--- src/rtl/mul_arb_pkg.sv ---
`default_nettype none
// ============================================================================
// Module   : mul_arb_pkg
// Desc     : Shared FSM state type and ID-width helper for mul_share_arbiter.
// Revision : 1.0
// ============================================================================
package mul_arb_pkg;

   typedef enum logic [1:0] {
      ST_IDLE,
      ST_CALC,
      ST_RESP
   } mul_arb_state_t;

   function automatic int id_width(input int n);
      return (n > 1) ? $clog2(n) : 1;
   endfunction

endpackage
`default_nettype wire

--- src/rtl/multiplier.sv ---
`default_nettype none
// ============================================================================
// Module   : multiplier
// Desc     : Combinational unsigned multiplier, full 2*WIDTH product.
// Revision : 1.0
// ============================================================================
module multiplier #(
   parameter int WIDTH = 8
) (
   input  logic [WIDTH-1:0]   a,
   input  logic [WIDTH-1:0]   b,
   output logic [2*WIDTH-1:0] product
);

   assign product = {{WIDTH{1'b0}}, a} * {{WIDTH{1'b0}}, b};

endmodule
`default_nettype wire

--- src/rtl/mul_share_arbiter.sv ---
`default_nettype none
// ============================================================================
// Module   : mul_share_arbiter
// Desc     : Round-robin sharing of one multiplier among NREQ requesters,
//            one operation in flight, ID-tagged response channel.
// Revision : 1.0
// ============================================================================
module mul_share_arbiter
   import mul_arb_pkg::*;
#(
   parameter int  WIDTH = 8,
   parameter int  NREQ  = 4,
   localparam int IDW   = id_width(NREQ)
) (
   input  logic                  clk,
   input  logic                  rst_n,
   input  logic [NREQ-1:0]       req_valid,
   output logic [NREQ-1:0]       req_ready,
   input  logic [NREQ*WIDTH-1:0] req_a,
   input  logic [NREQ*WIDTH-1:0] req_b,
   output logic                  rsp_valid,
   input  logic                  rsp_ready,
   output logic [IDW-1:0]        rsp_id,
   output logic [2*WIDTH-1:0]    rsp_product,
   output logic                  busy
);

   mul_arb_state_t     r_state;
   logic [IDW-1:0]     r_rr_ptr;
   logic [IDW-1:0]     r_id_q;
   logic [IDW-1:0]     r_rsp_id;
   logic [WIDTH-1:0]   r_op_a;
   logic [WIDTH-1:0]   r_op_b;
   logic [2*WIDTH-1:0] r_rsp_product;
   logic               r_rsp_valid;

   logic [IDW-1:0]     w_grant;
   logic [IDW-1:0]     w_ptr_next;
   logic [WIDTH-1:0]   w_sel_a;
   logic [WIDTH-1:0]   w_sel_b;
   logic [2*WIDTH-1:0] w_product;
   logic               w_any;

   // Rotate so rr_ptr sits at bit 0, take the lowest set bit, rotate back.
   function automatic logic [IDW-1:0] rr_pick(input logic [NREQ-1:0] v,
                                              input logic [IDW-1:0]  ptr);
      logic [2*NREQ-1:0] rot;
      int                first;
      int                sum;
      rot   = {v, v} >> ptr;
      first = 0;
      for (int k = NREQ - 1; k >= 0; k--) begin
         if (rot[k]) first = k;
      end
      sum = int'(ptr) + first;
      if (sum >= NREQ) sum = sum - NREQ;
      return IDW'(sum);
   endfunction

   assign w_any      = |req_valid;
   assign w_grant    = rr_pick(req_valid, r_rr_ptr);
   assign w_ptr_next = (r_id_q == IDW'(NREQ - 1)) ? '0 : r_id_q + 1'b1;

   always_comb begin
      w_sel_a   = '0;
      w_sel_b   = '0;
      req_ready = '0;
      for (int i = 0; i < NREQ; i++) begin
         if (w_grant == IDW'(i)) begin
            w_sel_a = req_a[i*WIDTH +: WIDTH];
            w_sel_b = req_b[i*WIDTH +: WIDTH];
         end
         req_ready[i] = rst_n && (r_state == ST_IDLE) && req_valid[i] && (w_grant == IDW'(i));
      end
   end

   multiplier #(.WIDTH(WIDTH)) u_multiplier (
      .a       (r_op_a),
      .b       (r_op_b),
      .product (w_product)
   );

   always_ff @(posedge clk or negedge rst_n) begin
      if (!rst_n) begin
         r_state       <= ST_IDLE;
         r_rr_ptr      <= '0;
         r_id_q        <= '0;
         r_op_a        <= '0;
         r_op_b        <= '0;
         r_rsp_valid   <= 1'b0;
         r_rsp_id      <= '0;
         r_rsp_product <= '0;
      end else begin
         case (r_state)
            ST_IDLE: begin
               if (w_any) begin
                  r_op_a  <= w_sel_a;
                  r_op_b  <= w_sel_b;
                  r_id_q  <= w_grant;
                  r_state <= ST_CALC;
               end
            end
            ST_CALC: begin
               r_rsp_product <= w_product;
               r_rsp_id      <= r_id_q;
               r_rsp_valid   <= 1'b1;
               r_state       <= ST_RESP;
            end
            ST_RESP: begin
               // Pointer only moves on completion so idle cycles never skip anyone.
               if (rsp_ready) begin
                  r_rsp_valid <= 1'b0;
                  r_rr_ptr    <= w_ptr_next;
                  r_state     <= ST_IDLE;
               end
            end
            default: r_state <= ST_IDLE;
         endcase
      end
   end

   assign rsp_valid   = r_rsp_valid;
   assign rsp_id      = r_rsp_id;
   assign rsp_product = r_rsp_product;
   assign busy        = (r_state != ST_IDLE);

endmodule
`default_nettype wire

--- config.mk ---
export PLATFORM = sky130hd
export DESIGN_NAME = mul_share_arbiter
export DESIGN_NICKNAME = d
export VERILOG_FILES = /design/src/rtl/mul_arb_pkg.sv /design/src/rtl/multiplier.sv /design/src/rtl/mul_share_arbiter.sv
export SDC_FILE = /design/constraint.sdc
export NUM_CORES = 1
export LEC_CHECK = 0
export CAP_MARGIN = 20
export CORE_ASPECT_RATIO = 1.5
export CORE_MARGIN = 3
export CORE_UTILIZATION = 48
export DETAILED_ROUTE_END_ITERATION = 16
export PLACE_DENSITY = 0.89
export SLEW_MARGIN = 5
export SYNTH_ARGS = -nofsm -noshare
export SYNTH_HDL_FRONTEND = slang
export SYNTH_SLANG_ARGS = --single-unit
--- constraint.sdc ---
create_clock -name clk -period 4.4 [get_ports clk]
set_input_delay 1.32 -clock clk [delete_from_list [all_inputs] [get_ports clk]]
set_output_delay 1.32 -clock clk [all_outputs]
set_load 0.01 [all_outputs]
# Yosys cells after proc, flatten, opt, wreduce, memory -nomap -nowiden
# Index checks and enable logic that the tools add are counted.
[classes]
multipliers = 1
n_reduce_logical = 18
shifts = 1
muxes = 19
n_eq_ne = 8
addsub = 3
order_cmp = 1
[ops]
columns = ["cell", "count"]
rows = [
  ["two-way mux 32 bit", 2],
  ["two-way mux 8 bit", 8],
  ["adder 3 x 32 -> 32 bit", 1],
  [">= comparator 32 x 4 -> 1 bit, second input constant", 1],
  ["multiplier 8 x 8 -> 16 bit", 1],
  ["two-way mux 2 bit", 6],
  ["logical AND 1 bit", 9],
  ["equality test 2 bit, second input constant", 4],
  ["AND reduction 2 bit", 4],
  ["right shift 8 x 2 -> 4 bit", 1],
  ["one-hot mux 2 bit (3 select lines)", 1],
  ["equality test 2 x 1 -> 1 bit, second input constant", 2],
  ["logical NOT 2 bit", 2],
  ["inequality test 2 bit, second input constant", 2],
  ["nonzero test 2 bit", 2],
  ["OR reduction 4 bit", 1],
  ["adder 2 x 1 -> 2 bit, second input constant", 1],
  ["one-hot mux 1 bit (2 select lines)", 1],
  ["subtractor 2 x 1 -> 2 bit, second input constant", 1],
  ["two-way mux 1 bit", 1],
]
[word_totals]
elab_cells = 59
reg_bits = 41
in_bits = 71

# Longest topological paths before layout
# Gate-level depths: netlist of run 1.
[depth]
word_depth = 13
ltp_mapped = 16
depth_no_buf = 16

# Modules after synthesis
# Synthesis of run 1 repeated with hierarchy kept, for this count alone.
[unflattened]
cells_unflattened = 493
hier_area_um2 = 4636.9
[by_module_without_submodules]
columns = ["mod", "area_per_inst_um2", "seq_area_each_um2", "n_inst", "cells_each"]
rows = [
  ["mul_share_arbiter", 2502.4, 1026.0, 1, 250],
  ["multiplier", 2134.5, 0.0, 1, 243],
]

# Worst setup path before layout of run 1
# OpenSTA, ideal clock, no wires.
[synth_timing]
kind = "register -> register"
startpoint = "register r_op_a[1]"
endpoint = "register r_rsp_product[15] (netlist: rsp_product[15])"
setup_slack_ns = 0.121
path_stages_with_launch = 13
arrival_ns = 4.197
period_less_slack_ns = 4.279
required_ns = 4.318
setup_time_ns = 0.082
cell_sequence = "dfrtp_1 > and2_1 > fa_1 > fa_1 > fa_1 > inv_1 > fa_1 > inv_1 > ha_1 > a2111oi_0 > a21oi_1 > or3_1 > a31oi_1"
[synth_via]
elab_chain_len = 1
[synth_rtl]
columns = ["item", "line", "source"]
rows = [
  ["start, declared", "mul_share_arbiter.sv:32", "logic [WIDTH-1:0] r_op_a;"],
  ["start signal, assigned", "mul_share_arbiter.sv:97", "r_op_a <= w_sel_a;"],
  ["multiplier 8 x 8 -> 16 bit", "multiplier.sv:15", "assign product = {{WIDTH{1'b0}}, a} * {{WIDTH{1'b0}}, b};"],
  ["end signal, assigned", "mul_share_arbiter.sv:104", "r_rsp_product <= w_product;"],
  ["end, declared", "mul_share_arbiter.sv:34", "logic [2*WIDTH-1:0] r_rsp_product;"],
]
# Every way passes these cells.
# A chain may end at the register's enable or synchronous reset.

# Worst setup path after layout of run 1
[layout_timing]
startpoint = "input port req_valid[2]"
endpoint = "output port req_ready[1]"
[layout_via]
elab_chain_len = 10
word_cells_on_any_way = 11
[layout_rtl]
columns = ["item", "line", "source"]
rows = [
  ["start, declared", "mul_share_arbiter.sv:17", "input logic [NREQ-1:0] req_valid,"],
  ["right shift 8 x 2 -> 4 bit *", "mul_share_arbiter.sv:50", "rot = {v, v} >> ptr;"],
  ["two-way mux 2 bit (2 in a row)", "mul_share_arbiter.sv:53", "if (rot[k]) first = k;"],
  ["two-way mux 32 bit", "mul_share_arbiter.sv:53", ""],
  ["two-way mux 32 bit *", "mul_share_arbiter.sv:53", ""],
  ["adder 3 x 32 -> 32 bit *", "mul_share_arbiter.sv:55", "sum = int'(ptr) + first;"],
  [">= comparator 32 x 4 -> 1 bit / subtractor 2 x 1 -> 2 bit (equally long branches)", "mul_share_arbiter.sv:56", "if (sum >= NREQ) sum = sum - NREQ;"],
  ["two-way mux 2 bit *", "mul_share_arbiter.sv:56", ""],
  ["named net w_grant[0]", "mul_share_arbiter.sv:37", "logic [IDW-1:0] w_grant;"],
  ["equality test 2 x 1 -> 1 bit *", "mul_share_arbiter.sv:73", "req_ready[i] = rst_n && (r_state == ST_IDLE) && req_valid[i] && (w_grant == IDW'(i));"],
  ["logical AND 1 bit *", "mul_share_arbiter.sv:73", ""],
  ["end, declared", "mul_share_arbiter.sv:18", "output logic [NREQ-1:0] req_ready,"],
]
# The timed path passes the listed nets; every way through them passes the cells marked *.

==> impl_results.md, run 1 <==
- Synth Flop Type: dfrtp_1
- Post-route DRC: 0
- Grt ovf: 0
- Hold endpoint: rsp_product[8]
- Critical path arrival: 3050 ps
- CTS buffer count: 5
- Synth Net Count: 628
- Vias in the first global route: 4297
- Final Hold Vio Count: 0
- Post-synthesis sequential area ratio: 0.229
- #FFs+latches synth: 41
- Crit start category: input pin
- Final setup fails: 0
- GP Congestion: 0.974
- Adder and majority gate portion of the synthesized area: 0.269
- Met3 Wirelength: 466 um
- Critical Path RT: 3080 ps
- I/O Pins: 95
- Mux contribution to synthesized area: 0.120
- Crit. End Element: output port
- Worst slew pin tran: 896 ps
- CTS max path bufs: 2
- H-tree Lvls: 2
- Core ar.: 8990 um2
- Crit-path cells: dlygate4sd2_1, buf_6, a21oi_4, nor2_2, a21oi_2, a21oi_1, ha_2, buf_4, and3_4, and3_4, buf_6
- Die Height: 124 um
- Xor/xnor cell area share of the yosys netlist: 0.0212
- CTS sink count: 41
- End of the worst register-to-register path: rsp_product[12]
- Launch point of the worst reg-to-reg path: r_op_b[2]
- Post-synth EDFFs: 0
- RSZ-0062 raised after global routing: yes
- Largest family of logic cells by synthesized area: adder cells
- Max-cap check violation count: 0
- Uppermost layer routed: met4
- Count of cell types in the netlist: 41
- Nets@finish: 757
- DR pass1 iterations: 4
- Antenna cells: 0
- Share of flip-flops with an asynchronous set or reset: 1.00
- Worst hold path depth: 2
- Total global-route track usage: 0.219
- Die ar.: 10600 um2
- Final Max Slew Viols: 0
- DRT Wirelength: 11300 um
- CP max-delay cell: ha_2
- Post-route cell area: 6050 um2
- Layout Skew: 5.58 ps
- Post-DP HPWL: 8810 um
- Synth warnings: 0
- Min cycle time layout: 4370 ps
- First-pass GRT wire length: 19200 um
- Crit-path max FO: 5
- Fillers: 638
- Worst R2R Path Depth: 13
- Antenna-violating nets left: 0
- Commonest non-fill, non-tap cell in the layout: clkdlybuf4s50_1
- Run status: complete, no violations
- Routed WL per cell: 15.7 um
- WS Path Type: in2out
- Placed instance count: 704
- Vias: 3948
- PortBufs: 94
- Final non-filler cell total: 723
- Commonest non-fill, non-tap cells in the layout: clkdlybuf4s50_1, inv_1, nand2_1
- Share of cells above drive strength 1: 0.196
- Hold buffers post-CTS: 0
- Clk_lat worst skew: 300 ps
- Vias/cell: 5.46
- Met2 wire length: 6390 um
- Reg-to-reg setup timing slack: 150 ps
- Synth Area in Compound Gates: 0.138
- Cells after Synth: 483
- Initial antenna violation count: 0
- CTS tree: yes
- Synth Cell Area: 4490 um2
- DP Area: 5720 um2
- Fin crit share: 0.993
- Pin count of the biggest net entering global routing: 42
- Site row count: 42
- Root Driver: clkbuf_16
- Mean post-synth cell area: 9.29 um2
- Post-Synth Simple-Gate Area: 0.160
- 1st-iter DRT viols: 191
- Metal-1 WL: 4230 um
- Starting Density: 0.500
- Setup TNS: 0 ps
- Area growth syn-to-layout: 34.8%
- Fmax: 229 MHz
- Die extent in x: 85.0 um
- CTS clock-pin slew for the worst setup and hold paths: 60 ps
- Max stage delay on crit path: 350 ps
- Min-delay worst type: reg2reg
- Hold path start: rsp_product[8]
- Rel. slew slack: 0.403
==> state kept, by name, indices dropped and copies added (netlist names) <==
register     cells
r_op_a           8
r_rr_ptr         2
r_id_q           2
rsp_product     16
rsp_valid        1
r_state          2
rsp_id           2
r_op_b           8
==> how the worst max path moves through the flow <==
stage	cells after the start	to	slack (ps)	start
floorplan	12	rsp_product[15]	120	r_op_a[1]
global placement	7	req_ready[0]	-540	req_valid[3]
detailed placement	10	req_ready[1]	-650	req_valid[0]
CTS	11	req_ready[1]	-0.5	req_valid[0]
global route	13	rsp_product[12]	-30	r_op_b[2]
finish	11	req_ready[1]	30	req_valid[2]
==> layout make-up <==
| class | instances | area [um2] | share of cell area |
|---|---|---|---|
| tap | 110 | 138 | 0.0227 |
| multi-input combinational | 373 | 3300 | 0.545 |
| clock buffer | 5 | 125 | 0.0207 |
| sequential | 41 | 1030 | 0.171 |
| clock inverter | 3 | 21.3 | 0.00352 |
| inverter | 56 | 210 | 0.0347 |
| timing repair buffer | 135 | 1220 | 0.202 |
==> per-layer routing <==
layer,GRT usage,vias up
met4,0.0857,0
met1,0.243,1916
met3,0.0324,22
met2,0.408,123
li1,-,1887
met5,0,-
==> cells in the mapped netlist, types with 2 or more instances <==
cell type | count | area share
a2111oi_0 | 2 | 0.0039
a211oi_1 | 11 | 0.018
a211oi_2 | 5 | 0.014
a21boi_0 | 3 | 0.0050
a21o_1 | 3 | 0.0050
a21oi_1 | 13 | 0.014
a221o_1 | 2 | 0.0045
and2_1 | 51 | 0.071
and3_1 | 3 | 0.0042
buf_2 | 4 | 0.0045
buf_6 | 2 | 0.0050
clkbuf_1 | 6 | 0.0050
dfrtp_1 | 41 | 0.23
fa_1 | 36 | 0.16
ha_1 | 38 | 0.11
inv_1 | 55 | 0.046
mux2_2 | 32 | 0.080
mux2i_1 | 18 | 0.040
nand2_1 | 53 | 0.044
nand2b_1 | 2 | 0.0028
nand3_1 | 3 | 0.0033
nor2_1 | 27 | 0.023
nor2b_1 | 2 | 0.0028
nor3_1 | 3 | 0.0033
o21a_1 | 5 | 0.0084
o21ai_0 | 21 | 0.023
o21bai_1 | 3 | 0.0050
o22ai_1 | 16 | 0.022
o31ai_1 | 3 | 0.0050
or3_1 | 2 | 0.0028
xnor2_1 | 6 | 0.012
xor2_1 | 3 | 0.0059
==> through the flow <==
step | setup slack, ps | hold WS (ps) | utilization
global placement | -535 | 457 | 0.636
CTS | -0.528 | 486 | 0.659
floorplan | 121 | 465 | -
detailed placement | -652 | 471 | 0.636
finish | 29.3 | 480 | 0.673
global route | -34.8 | 507 | 0.673
==> worst max-delay path, delay by kind of cell <==
kind                       cells  cell delay [ps]
AOI/OAI and AO/OA              3              360
and+or+nand+nor                3              400
adders and majority gates      1              350
buffers and inverters          4              600
==> cells by family (layout without fill, tap and decap cells) <==
family,Yosys count,count (layout)
XOR/XNOR,10,10
multiplexers,50,50
flip-flops,41,41
AND/OR/NAND/NOR,148,148
adder cells (fa/ha/maj),75,75
buffers and inverters,69,199
AO/OA/AOI/OAI,90,90
==> what timing repair did <==
item | 4_1_cts | 5_1_grt
resized for setup | 26 | 36
buffers inserted | 6 | 5
pin swaps | 6 | 7
hold endpoints to repair | 0 | 0
setup endpoints to repair | 6 | 10
Power of run 1 is left out: the tool's default activity adds up to more than one toggle a clock period on the data nets, which glitch-free logic cannot reach.
==> run 2: changes to the inputs <==
--- a/config.mk
+++ b/config.mk
@@ -5,12 +5,14 @@
 export SDC_FILE = /design/constraint.sdc
 export NUM_CORES = 1
 export LEC_CHECK = 0
+export ABC_CLOCK_PERIOD_IN_PS = 4400
 export CAP_MARGIN = 20
 export CORE_ASPECT_RATIO = 1.5
 export CORE_MARGIN = 3
-export CORE_UTILIZATION = 48
+export CORE_UTILIZATION = 49
+export CTS_BUF_LIST = sky130_fd_sc_hd__clkbuf_4 sky130_fd_sc_hd__clkbuf_8
 export DETAILED_ROUTE_END_ITERATION = 16
-export PLACE_DENSITY = 0.89
+export PLACE_DENSITY = 0.9
 export SLEW_MARGIN = 5
 export SYNTH_ARGS = -nofsm -noshare
 export SYNTH_HDL_FRONTEND = slang
==> impl_results.md, run 2 (synthesized netlist as in run 1, its figures left out) <==
- Site row count: 42 (unchanged)
- WS Path Type: in2out
- Worst slew pin tran: 880 ps (-15.7 ps)
- Commonest non-fill, non-tap cells in the layout: clkdlybuf4s50_1, inv_1, nand2_1
- Die extent in x: 84.2 um (-0.95%)
- DRT Wirelength: 11700 um (+3.4%)
- Fillers: 651 (+2.0%)
- Rel. slew slack: 0.413 (+0.0105)
- Crit path max-delay family: buffers and inverters
- Hold slack: 476 ps (-3.89 ps)
- Commonest non-fill, non-tap cell in the layout: clkdlybuf4s50_1
- Core ar.: 8880 um2 (-1.2%)
- Critical path arrival: 3070 ps (+20 ps)
- Fmax: 228 MHz (-0.49%)
- Number of flip-flops in the largest register: 16 (unchanged)
- PortBufs: 94 (unchanged)
- Vias in the first global route: 4200 (-2.3%)
- Nets@finish: 757 (unchanged)
- Crit. End Element: output port
- CTS tree: yes
- Min-delay worst type: reg2reg
- Fin crit share: 0.998 (+0.00489)
- Initial antenna violation count: 0 (unchanged)
- Post-route setup slack: 7.77 ps (-21.5 ps)
- Grt ovf: 0 (unchanged)
- Share of cells above drive strength 1: 0.194 (-0.00163)
- Vias: 4020 (+1.8%)
- Die ar.: 10400 um2 (-1.9%)
- Final setup fails: 0 (unchanged)
- Setup TNS: 0 ps (unchanged)
- Total global-route track usage: 0.225 (+0.00599)
- Area growth syn-to-layout: 33.4%
- Critical Path RT: 3080 ps (about the same)
- Clk_lat worst skew: 310 ps (about the same)
- Met2 wire length: 6330 um (-0.89%)
- DR pass1 iterations: 4 (unchanged)
- CP max-delay cell: clkdlybuf4s15_2
- Crit-path max FO: 7 (+2)
- Crit path buffers/inverters: 4 (unchanged)
- Die Height: 123 um (-0.98%)
- Setup slack at placement: -653 ps (-0.949 ps)
- H-tree Lvls: 2 (unchanged)
- Layout Skew: 12.7 ps (+7.11 ps)
- Final Hold Vio Count: 0 (unchanged)
- Post-DP HPWL: 9050 um (+2.7%)
- 1st-iter DRT viols: 163 (-15%)
- Run status: complete, no violations
- I/O Pins: 95 (unchanged)
- GP Congestion: 1.00 (+2.9%)
- Antenna-violating nets left: 0 (unchanged)
- Antenna cells: 0 (unchanged)
- Crit-path cells: clkdlybuf4s15_2, nand2_1, a21oi_2, nor2_1, a21oi_1, a21oi_1, ha_2, xor2_4, buf_6, buf_4, nor2_2, buf_2
- Metal-1 WL: 4210 um (-0.52%)
- Routed WL per cell: 16.2 um (+3.4%)
- Most common cell type on the critical path: a21oi_1
- Root Driver: clkbuf_8
- Hold buffers post-CTS: 0 (unchanged)
- Crit start category: input pin
- Vias/cell: 5.56 (+1.8%)
- CTS sink count: 41 (unchanged)
- Uppermost layer routed: met4
- CTS buffer count: 5 (unchanged)
- First-pass GRT wire length: 19000 um (-0.79%)
- Max stage delay on crit path: 250 ps (-100 ps)
- Final Max Slew Viols: 0 (unchanged)
- Starting Density: 0.505 (+0.00591)
- CTS max path bufs: 2 (unchanged)
- Min cycle time layout: 4390 ps (+21.5 ps)
- Max-cap check violation count: 0 (unchanged)
- Pin count of the biggest net entering global routing: 42 (unchanged)
- CTS clock-pin slew for the worst setup and hold paths: 90 ps (+30 ps)
- Met3 Wirelength: 568 um (+22%)
- Post-route DRC: 0 (unchanged)
## run 2: cell count changes in the layout (fill, tap and decap cells not counted), moves of 2 or more
cell           before  now
and3_1              1    3
clkbuf_2            1    4
ha_4                1    3
dlygate4sd2_1       3    1
o21ai_1             4    6
clkbuf_8            0    5
buf_2               4    2
a21oi_1            10   12
clkbuf_16           5    0
dfrtp_1            36   34
and3_4              2    0
dfrtp_2             5    7
## run 2: path summary, 6_finish.rpt
check	start	depth (start not counted)	slack, ps	to
setup / recovery	req_valid[3]	12	8	req_ready[2]
hold / removal	rsp_product[0]	2	480	rsp_product[0]
setup reg to reg	r_op_a[1]	13	130	rsp_product[15]
max in group asynchronous	rst_n	2	2810	r_op_b[4]
min in group asynchronous	rst_n	2	1180	rsp_product[10]
hold reg to reg	rsp_product[0]	2	480	rsp_product[0]
## run 2: stage by stage
step,cell area [um2],utilization,std cells
after floorplan,4490,-,483
after global placement,5720,0.644,705
after detailed placement,5720,0.644,705
after CTS,5850,0.658,717
after global routing,5990,0.674,723
final,5990,0.674,723
## run 2: cell type report
| class | count | area (um2) | share of cell area |
|---|---|---|---|
| multi-input combinational | 373 | 3290 | 0.549 |
| timing repair buffer | 135 | 1230 | 0.205 |
| sequential | 41 | 1030 | 0.173 |
| inverter | 56 | 210 | 0.0351 |
| tap | 110 | 138 | 0.0230 |
| clock buffer | 5 | 68.8 | 0.0115 |
| clock inverter | 3 | 21.3 | 0.00355 |
## run 2: layer usage
metal  up-vias  global-route usage
met5         -                   0
met4         0               0.126
met3        49              0.0360
met2       156               0.419
met1      1922               0.239
li1       1893                   -
## run 2: timing repair
action | CTS | global route
resized for setup | 24 | 36
buffers inserted | 4 | 6
setup endpoints to repair | 6 | 11
pin swaps | 3 | 10
## run 2: worst reg2reg max path, cell delays in order (launching register included)
cell	delay, ps
dfrtp_2	450
and2_1	200
fa_1	570
fa_1	460
fa_1	560
inv_1	70
fa_1	530
inv_1	70
ha_4	190
a2111oi_4	320
buf_4	180
a21oi_1	90
or3_1	350
a31oi_1	170
Power of run 2 is left out for the same reason.
